`src/rtl/checked_csa_pipe.sv`:
```
`default_nettype none
// ============================================================================
// Module   : checked_csa_pipe
// Purpose  : Two-stage, valid/ready pipelined carry-select adder that checks
//            its own result. The primary path computes a + b with carry-in 0.
//            An independent path computes ~a + ~b + 1, which must equal the
//            bitwise complement of the primary {cout, s}. Sum parity is
//            predicted from the operand parity bits and the carry vector.
//            Sticky error status and a saturating error count are kept.
// Ports    : clk, rst_n (async, active-low)
//            in_valid/in_ready, a, b, pa, pb        - operand side
//            out_valid/out_ready, s, cout, ps, err  - result side
//            err_sticky, err_count, clr_err         - error bookkeeping
//            inj (only with CHECKED_CSA_FAULT_INJECT_EN) - XOR mask that is
//            applied to the primary sum
// Config   : `define CHECKED_CSA_FAULT_INJECT_EN adds the inj port
// Revision : 1.0 - initial release
// ============================================================================
module checked_csa_pipe #(
  parameter int WIDTH     = 78,
  parameter int BLOCK     = 13,
  parameter int ERR_CNT_W = 8
) (
  input  logic                 clk,
  input  logic                 rst_n,
  input  logic                 in_valid,
  output logic                 in_ready,
  input  logic [WIDTH-1:0]     a,
  input  logic [WIDTH-1:0]     b,
  input  logic                 pa,
  input  logic                 pb,
`ifdef CHECKED_CSA_FAULT_INJECT_EN
  input  logic [WIDTH-1:0]     inj,
`endif
  output logic                 out_valid,
  input  logic                 out_ready,
  output logic [WIDTH-1:0]     s,
  output logic                 cout,
  output logic                 ps,
  output logic [2:0]           err,
  output logic                 err_sticky,
  output logic [ERR_CNT_W-1:0] err_count,
  input  logic                 clr_err
);

  localparam int NBLK = WIDTH / BLOCK;
  localparam logic [ERR_CNT_W-1:0] CNT_MAX = {ERR_CNT_W{1'b1}};
  localparam logic [ERR_CNT_W-1:0] CNT_ONE = {{(ERR_CNT_W-1){1'b0}}, 1'b1};
  localparam logic [BLOCK:0]       BLK_ONE = {{BLOCK{1'b0}}, 1'b1};

  // --------------------------------------------------------------------------
  // Handshake
  // --------------------------------------------------------------------------
  logic v1_q, v1_d;
  logic v2_q, v2_d;
  logic w_adv1, w_adv2;
  logic w_load1, w_load2;

  assign w_adv2   = !v2_q || out_ready;
  assign w_adv1   = !v1_q || w_adv2;
  assign in_ready = w_adv1;
  assign w_load1  = in_valid && w_adv1;
  assign w_load2  = v1_q && w_adv2;

  always_comb begin
    v1_d = v1_q;
    v2_d = v2_q;
    if (w_adv1) v1_d = in_valid;
    if (w_adv2) v2_d = v1_q;
  end

  // --------------------------------------------------------------------------
  // Stage 1: operand registers
  // --------------------------------------------------------------------------
  logic [WIDTH-1:0] a_q, b_q;
  logic             pa_q, pb_q;
`ifdef CHECKED_CSA_FAULT_INJECT_EN
  logic [WIDTH-1:0] inj_q;
`endif

  always_ff @(posedge clk or negedge rst_n) begin
    if (!rst_n) begin
      a_q   <= '0;
      b_q   <= '0;
      pa_q  <= 1'b0;
      pb_q  <= 1'b0;
`ifdef CHECKED_CSA_FAULT_INJECT_EN
      inj_q <= '0;
`endif
    end else if (w_load1) begin
      a_q   <= a;
      b_q   <= b;
      pa_q  <= pa;
      pb_q  <= pb;
`ifdef CHECKED_CSA_FAULT_INJECT_EN
      inj_q <= inj;
`endif
    end
  end

  // Per-block speculative sums, carry-in 0 and 1, for both paths. Bit BLOCK
  // of each entry is the block carry-out.
  logic [NBLK-1:0][BLOCK:0] w_p0, w_p1;  // primary: a + b
  logic [NBLK-1:0][BLOCK:0] w_c0, w_c1;  // complement: ~a + ~b

  for (genvar j = 0; j < NBLK; j++) begin : g_blk
    logic [BLOCK-1:0] w_ab, w_bb;
    assign w_ab    = a_q[j*BLOCK +: BLOCK];
    assign w_bb    = b_q[j*BLOCK +: BLOCK];
    assign w_p0[j] = {1'b0, w_ab} + {1'b0, w_bb};
    assign w_p1[j] = {1'b0, w_ab} + {1'b0, w_bb} + BLK_ONE;
    assign w_c0[j] = {1'b0, ~w_ab} + {1'b0, ~w_bb};
    assign w_c1[j] = {1'b0, ~w_ab} + {1'b0, ~w_bb} + BLK_ONE;
  end

  // --------------------------------------------------------------------------
  // Block carry ripple: each block carry selects the next block's sum.
  // --------------------------------------------------------------------------
  logic [NBLK:0]    w_pcar, w_ccar;
  logic [WIDTH-1:0] w_sum_p, w_sum_c;

  always_comb begin
    w_pcar    = '0;
    w_ccar    = '0;
    w_sum_p   = '0;
    w_sum_c   = '0;
    w_pcar[0] = 1'b0;
    w_ccar[0] = 1'b1;
    for (int j = 0; j < NBLK; j++) begin
      if (w_pcar[j]) begin
        w_sum_p[j*BLOCK +: BLOCK] = w_p1[j][BLOCK-1:0];
        w_pcar[j+1]               = w_p1[j][BLOCK];
      end else begin
        w_sum_p[j*BLOCK +: BLOCK] = w_p0[j][BLOCK-1:0];
        w_pcar[j+1]               = w_p0[j][BLOCK];
      end
      if (w_ccar[j]) begin
        w_sum_c[j*BLOCK +: BLOCK] = w_c1[j][BLOCK-1:0];
        w_ccar[j+1]               = w_c1[j][BLOCK];
      end else begin
        w_sum_c[j*BLOCK +: BLOCK] = w_c0[j][BLOCK-1:0];
        w_ccar[j+1]               = w_c0[j][BLOCK];
      end
    end
  end

  // --------------------------------------------------------------------------
  // Checks
  // --------------------------------------------------------------------------
  logic [WIDTH-1:0] w_s_out;
  logic             w_cpar;
  logic             w_ps;
  logic [2:0]       w_err;

`ifdef CHECKED_CSA_FAULT_INJECT_EN
  assign w_s_out = w_sum_p ^ inj_q;
`else
  assign w_s_out = w_sum_p;
`endif

  // Carry into bit i is a[i]^b[i]^sum[i] of the unaltered adder, so the
  // parity of the carry vector folds into one reduction.
  assign w_cpar   = ^(a_q ^ b_q ^ w_sum_p);
  assign w_ps     = pa_q ^ pb_q ^ w_cpar;

  // ~a + ~b + 1 equals ~(a + b) over WIDTH+1 bits.
  assign w_err[0] = (w_s_out != ~w_sum_c) || (w_pcar[NBLK] != ~w_ccar[NBLK]);
  assign w_err[1] = (^w_s_out) != w_ps;
  assign w_err[2] = (pa_q != ^a_q) || (pb_q != ^b_q);

  // --------------------------------------------------------------------------
  // Stage 2: result registers and error bookkeeping
  // --------------------------------------------------------------------------
  logic [WIDTH-1:0]     s_q;
  logic                 cout_q, ps_q;
  logic [2:0]           err_q;
  logic                 sticky_q, sticky_d;
  logic [ERR_CNT_W-1:0] cnt_q, cnt_d;

  // A clear takes effect first so a coincident error is still recorded.
  always_comb begin
    cnt_d    = cnt_q;
    sticky_d = sticky_q;
    if (clr_err) begin
      cnt_d    = '0;
      sticky_d = 1'b0;
    end
    if (w_load2 && (w_err != 3'b000)) begin
      sticky_d = 1'b1;
      if (cnt_d != CNT_MAX) cnt_d = cnt_d + CNT_ONE;
    end
  end

  always_ff @(posedge clk or negedge rst_n) begin
    if (!rst_n) begin
      v1_q     <= 1'b0;
      v2_q     <= 1'b0;
      s_q      <= '0;
      cout_q   <= 1'b0;
      ps_q     <= 1'b0;
      err_q    <= 3'b000;
      sticky_q <= 1'b0;
      cnt_q    <= '0;
    end else begin
      v1_q     <= v1_d;
      v2_q     <= v2_d;
      sticky_q <= sticky_d;
      cnt_q    <= cnt_d;
      if (w_load2) begin
        s_q    <= w_s_out;
        cout_q <= w_pcar[NBLK];
        ps_q   <= w_ps;
        err_q  <= w_err;
      end
    end
  end

  assign out_valid  = v2_q;
  assign s          = s_q;
  assign cout       = cout_q;
  assign ps         = ps_q;
  assign err        = err_q;
  assign err_sticky = sticky_q;
  assign err_count  = cnt_q;

endmodule
`default_nettype wire
```
`config.mk`:
```
export PLATFORM = sky130hd
export DESIGN_NAME = checked_csa_pipe
export DESIGN_NICKNAME = d
export VERILOG_FILES = /design/src/rtl/checked_csa_pipe.sv
export SDC_FILE = /design/constraint.sdc
export NUM_CORES = 1
export LEC_CHECK = 0
export ABC_AREA = 1
export ABC_CLOCK_PERIOD_IN_PS = 4200
export CAP_MARGIN = 20
export CORE_MARGIN = 2
export CORE_UTILIZATION = 60
export DETAILED_ROUTE_END_ITERATION = 10
export DONT_BUFFER_PORTS = 1
export GPL_TIMING_DRIVEN = 0
export PLACE_DENSITY = 0.79
export SETUP_SLACK_MARGIN = 0.2
export SLEW_MARGIN = 40
export SYNTH_ARGS = -nofsm -noshare
export SYNTH_HDL_FRONTEND = slang
export SYNTH_SLANG_ARGS = --single-unit
export TNS_END_PERCENT = 50
```
`constraint.sdc`:
```
create_clock -name clk -period 4.2 [get_ports clk]
set_clock_uncertainty 0.2 [all_clocks]
set_input_delay 0.84 -clock clk [delete_from_list [all_inputs] [get_ports clk]]
set_output_delay 0.84 -clock clk [all_outputs]
set_load 0.1 [all_outputs]
```
======== Word level (Yosys, flattened, before mapping) ========
Index checks and enable logic that the tools add are counted.
storage, ports and cells
  logic and storage cells ................. 100
  output and inout port bits .............. 94
  flip-flop bits (word level) ............. 252
  input port bits ......................... 163
operators by class
  muxes and demuxes ....................... 25
  add/sub/neg operators ................... 24
  equality and inequality tests ........... 6
  reduce and logical (&&, ||, !) cells .... 15
  bitwise logic cells ..................... 18
operator list
  cell                                            count
  parity 78 bit                                   4
  adder 13 x 13 -> 14 bit                         12
  NOT 13 bit                                      12
  bitwise XOR 78 bit                              2
  adder 14 x 1 -> 14 bit (second input constant)  11
  2-to-1 mux 13 bit                               10
  inequality test 78 bit                          1
  NOT 78 bit                                      1
  2-to-1 mux 8 bit                                3
  2-to-1 mux 1 bit                                12
  adder 8 x 1 -> 8 bit (second input constant)    1
  inequality test 8 bit (second input constant)   1
  logical OR 1 bit                                4
  inequality test 1 bit                           4
  logical AND 1 bit                               3
  nonzero test 3 bit                              1
  zero test 1 bit                                 2
  nonzero test 2 bit                              1
  bitwise XOR 1 bit                               2
  NOT 1 bit                                       1

======== Logic depth before layout (Yosys ltp) ========
  depth after elaboration ................. 14
  mapped depth ............................ 46

======== Worst setup path before layout ========
Ideal clock, no wire load.
  path kind ............................... register to register
  from .................................... register a_q[13]
  to ...................................... register cnt_q[0], in the netlist err_count[0]
  slack ................................... -0.203 ns
  period minus slack after synthesis ...... 4.403 ns
  arrival ................................. 4.085 ns
  required time ........................... 3.882 ns
  setup time .............................. 0.118 ns
  cell stages (with the launch flop) ...... 43
  path through ............................ dfrtp_1 -> ha_1 -> inv_1 -> fa_1 -> inv_1 -> nand3_1 -> nand2_2 -> nand2_2 -> nand2_2 -> nand3_1 -> nor2_1 -> nand2_2 -> nor2_4 -> nand2_2 -> nand2_4 -> nand2_8 -> inv_8 -> nand2_8 -> (+7 left out) -> nand2_1 -> nand3_1 -> nand2_1 -> inv_1 -> nand2_1 -> nand2_1 -> nand2_2 -> nand2_2 -> nand2_2 -> inv_1 -> nor2_1 -> nand2_1 -> nand2_2 -> nand2_2 -> nand3_2 -> nand2_4 -> nand3_1 -> nand2_1
on the way
  word-level cells in the longest chain between the ends .. 14
  elaborated cells on any way between the ends .. 42
ends and longest elaborated chain
  item                                                               RTL line       source
  start: declaration                                                 75             logic [WIDTH-1:0] a_q, b_q;
  start signal: assignment                                           83             a_q <= '0;
  start signal: assignment                                           91             a_q <= a;
  adder 13 x 13 -> 14 bit or NOT 13 bit (tied branches)              --
  adder 14 x 1 -> 14 bit or adder 13 x 13 -> 14 bit (tied branches)  111, 112, 113
  2-to-1 mux 1 bit or adder 14 x 1 -> 14 bit (tied branches)         130, 113
  2-to-1 mux 1 bit (on tied branches) (3 in series)                  130, 137
  2-to-1 mux 13 bit or 2-to-1 mux 1 bit (tied branches)              130, 137
  bitwise XOR 78 bit, or another cell as far along                   163            assign w_cpar = ^(a_q ^ b_q ^ w_sum_p);
  parity 78 bit, or another cell as far along                        163
  bitwise XOR 1 bit, or another cell as far along                    164            assign w_ps = pa_q ^ pb_q ^ w_cpar;
  inequality test 1 bit or logical OR 1 bit (tied branches)          168, 167
  nonzero test 3 bit *                                               188            if (w_load2 && (w_err != 3'b000)) begin
  logical AND 1 bit *                                                188
  2-to-1 mux 8 bit *                                                 188
  named net cnt_d[0]                                                 178            logic [ERR_CNT_W-1:0] cnt_q, cnt_d;
  end signal: assignment                                             208            cnt_q <= cnt_d;
  end: declaration                                                   178
The timed path passes the listed nets; every way through them passes the cells marked *.
A chain may end at the register's enable or synchronous reset.

======== Worst setup path in the final report ========
  from .................................... register a_q[13]
  to ...................................... register cnt_q[5], in the netlist err_count[5]
The elaborated chain is that of the path after synthesis.

==> results.sh <==
export IMPL_fin_crit_sh_pct=121
export IMPL_rrSetupSlack_ns=-0.87
export IMPL_die_h_um=221
export IMPL_worstPathRequired_ns=4.50
export IMPL_async_reset_ff_share_pct=100
export IMPL_numCtsBuffers=31
export IMPL_slew_headroom_pct=39.8
export IMPL_ys_seq_area_share_pct=22.3
export IMPL_die_w_um=221
export IMPL_ctsHtreeMaxLevel=1
export IMPL_nNetsFinal=5036
export IMPL_first_global_vias=27000
export IMPL_drive_gt1_share_pct=16.7
export IMPL_endpoint_kind="register"
export IMPL_finalHoldViolations=252
export IMPL_path_clk_slew_ns=0.06
export IMPL_rr_startpoint="a_q[13]"
export IMPL_fin_hold_ws_ns=-0.257
export IMPL_drt_vias_per_instance=5.53
export IMPL_wl_mm=90.5
export IMPL_hpwl_mm=70.2
export IMPL_maxCapViolations=0
export IMPL_area_growth_pct=17.0
export IMPL_vias=29500
export IMPL_crit_path_max_fanout=8
export IMPL_rsz0062_at_grt="true"
export IMPL_synth_nets=4858
export IMPL_firstDrtPassIters=6
export IMPL_drc=0
export IMPL_finalSetupViolations=12
export IMPL_worstPathArrival_ns=5.37
export IMPL_root_buffer="clkbuf_16"
export IMPL_drv_slew=0
export IMPL_max_clock_path_buffers=3
export IMPL_rows=79
export IMPL_coreArea_um2=46600
export IMPL_antenna_found_initial=1
export IMPL_n_antenna_cell=0
export IMPL_min_path_type="input port to async pin"
export IMPL_clk_latency_ns=0.61
export IMPL_synth_top_flop_cell="dfrtp_1"
export IMPL_gr_total_overflow=0
export IMPL_n_fill_cell=4018
export IMPL_gp_congestion=0.996
export IMPL_status="finished with violations"
export IMPL_worst_slack_ns=-0.874
export IMPL_fin_crit_ns=5.07
export IMPL_syn_area_um2=28300
export IMPL_syn_inst=4517
export IMPL_critPathKind="register to register"
export IMPL_post_place_ws_ns=-1.24
export IMPL_avgSynthCellArea_um2=6.27
export IMPL_synth_edf_count=0
export IMPL_violations="hold timing, setup timing"
export IMPL_drt_initial_drc_count=2589
export IMPL_grt_pass1_wl_mm=139
export IMPL_max_stage_delay_ns=0.43
export IMPL_start_util_pct=60.8
export IMPL_grt_total_usage_pct=35.0
export IMPL_io_pins=257
export IMPL_grt_max_degree=253
export IMPL_ant_nets=0
export IMPL_yosys_warnings=0
export IMPL_tightestPinTransition_ns=0.903
export IMPL_r2r_worst_path_cells=32
export IMPL_synth_seq_cells=252
export IMPL_design_die_area_um2=49000
export IMPL_cp_start_kind="register"
export IMPL_numPortBuffers=0
export IMPL_r2r_end="err_count[5]"
export IMPL_ys_types=62
export IMPL_cts_tree="yes"
export IMPL_cts_sinks=252
export IMPL_fmax_ghz=0.197
export IMPL_routedWlPerCell_um=17.0
export IMPL_slowest_stage="dfrtp_1"
==> cells in the mapped netlist, types with 4 or more instances <==
| cell type | count | area [um^2] |
|---|---|---|
| o21ai_1 | 4 | 20.0 |
| a221oi_1 | 5 | 43.8 |
| nand2_8 | 4 | 80.1 |
| fa_1 | 11 | 220 |
| nor2_1 | 410 | 1540 |
| nand3_1 | 337 | 1690 |
| buf_6 | 11 | 124 |
| nand3b_1 | 17 | 128 |
| or2_2 | 9 | 56.3 |
| dfrtp_1 | 252 | 6310 |
| xor2_1 | 210 | 1840 |
| and2_1 | 5 | 31.3 |
| nand2_4 | 15 | 169 |
| nor2_2 | 7 | 43.8 |
| ha_1 | 167 | 2090 |
| a21o_1 | 10 | 75.1 |
| a21oi_1 | 259 | 1300 |
| buf_2 | 20 | 100 |
| o21ai_2 | 9 | 78.8 |
| nand3_4 | 5 | 87.6 |
| nand4_1 | 84 | 526 |
| nand2_1 | 1409 | 5290 |
| nor4_1 | 4 | 25.0 |
| o21bai_1 | 9 | 67.6 |
| clkbuf_1 | 58 | 218 |
| o21ai_0 | 133 | 666 |
| nand2_2 | 73 | 457 |
| nand3_2 | 10 | 100 |
| a31oi_1 | 12 | 75.1 |
| inv_2 | 26 | 97.6 |
| xnor2_1 | 183 | 1600 |
| inv_1 | 644 | 2420 |
| buf_4 | 11 | 82.6 |
| nor3_1 | 46 | 230 |
| nor3_2 | 4 | 40.0 |
| mux2_2 | 4 | 45.0 |
==> logic make-up (layout without fill, tap and decap cells) <==
| group | Yosys count | after routing | synth area share [%] |
|---|---|---|---|
| mux | 4 | 4 | 0.159 |
| compound gates | 458 | 458 | 8.67 |
| simple gates | 2454 | 2455 | 37.6 |
| flops | 252 | 252 | 22.3 |
| xor+xnor | 394 | 394 | 12.2 |
| fa+ha+maj | 178 | 178 | 8.15 |
| buf+inv | 777 | 979 | 11.0 |
==> worst max-delay path: cells and delay by family (launching register included) <==
family                     cells  cell delay, ns
DFF                            1            0.43
adders and majority gates      2            0.57
buffers and inverters          3            0.25
and+or+nand+nor               25            3.02
xor gates and xnor gates       2            0.44
==> repair_timing <==
action	CTS	global route
hold endpoints to repair	252	252
pin swaps	64	103
endpoints found under the setup margin	22	22
resized for setup	190	212
buffers inserted	81	51
gates cloned	4	4
==> worst max path at each step <==
stage,from,end,slack (ns),depth (start not counted)
2_1_floorplan,a_q[13],err_count[5],-0.10,35
3_3_place_gp,out_valid,a_q[76],-1.31,6
3_5_place_dp,a_q[26],err_count[5],-1.24,29
4_1_cts,b_q[13],err_count[3],-0.77,32
5_1_grt,a_q[54],err_count[4],-1.17,36
6_report,a_q[13],err_count[5],-0.87,32
==> metal layers <==
metal  track usage, %  vias up  routed length (um)
met5                0        -                  13
met4             14.0        2                4050
met3             7.69      204                8180
met2             55.6     1073               40600
met1             46.3    13700               37600
li1                 -    14500                   -
==> per-stage QoR <==
step                      hold slack (ns)  TNS, ns  area (um^2)  cells  utilization (%)
final                              -0.257    -9.81        33100   5327             71.2
after global routing               -0.286   -13.32        33100   5327             71.2
after CTS                          -0.287    -7.91        31900   5272             68.4
after detailed placement            0.357   -13.47        29400   5129             63.1
after global placement              0.359  -169.49        29200   5124             62.7
after floorplan                     0.343   -0.931        28400   4517                -
==> cell usage in the layout, fill, tap and decap left out, drive strengths merged, types with 4 or more instances in the layout <==
cell type	n
nand2	1502
inv	671
nor2	421
nand3	352
a21oi	260
dfrtp	252
xor2	210
xnor2	184
buf	184
ha	167
o21ai	146
clkbuf	111
nand4	85
nor3	50
nand3b	18
a31oi	12
fa	11
a21o	10
or2	10
o21bai	9
clkinv	6
a221oi	5
and2	5
nor4	4
mux2	4
bufinv	4
==> sequential cells by signal, summed over array words and instances, names as in the netlist, 3 cells and up <==
name,count
err_count,8
err,3
s,78
b_q,78
a_q,78
==> layout make-up <==
| type | count | area (um^2) | share of cell area, % |
|---|---|---|---|
| Multi-Input combinational cell | 3489 | 20400 | 61.7 |
| Sequential cell | 252 | 6420 | 19.4 |
| Inverter | 672 | 2550 | 7.71 |
| Timing Repair Buffer | 144 | 1220 | 3.67 |
| Clock buffer | 46 | 892 | 2.69 |
| Tap cell | 607 | 759 | 2.29 |
| Buffer | 105 | 669 | 2.02 |
| Clock inverter | 12 | 180 | 0.544 |
Power is not shown: default switching activity piles up to over one toggle a cycle in this logic, so the estimate is an artifact.
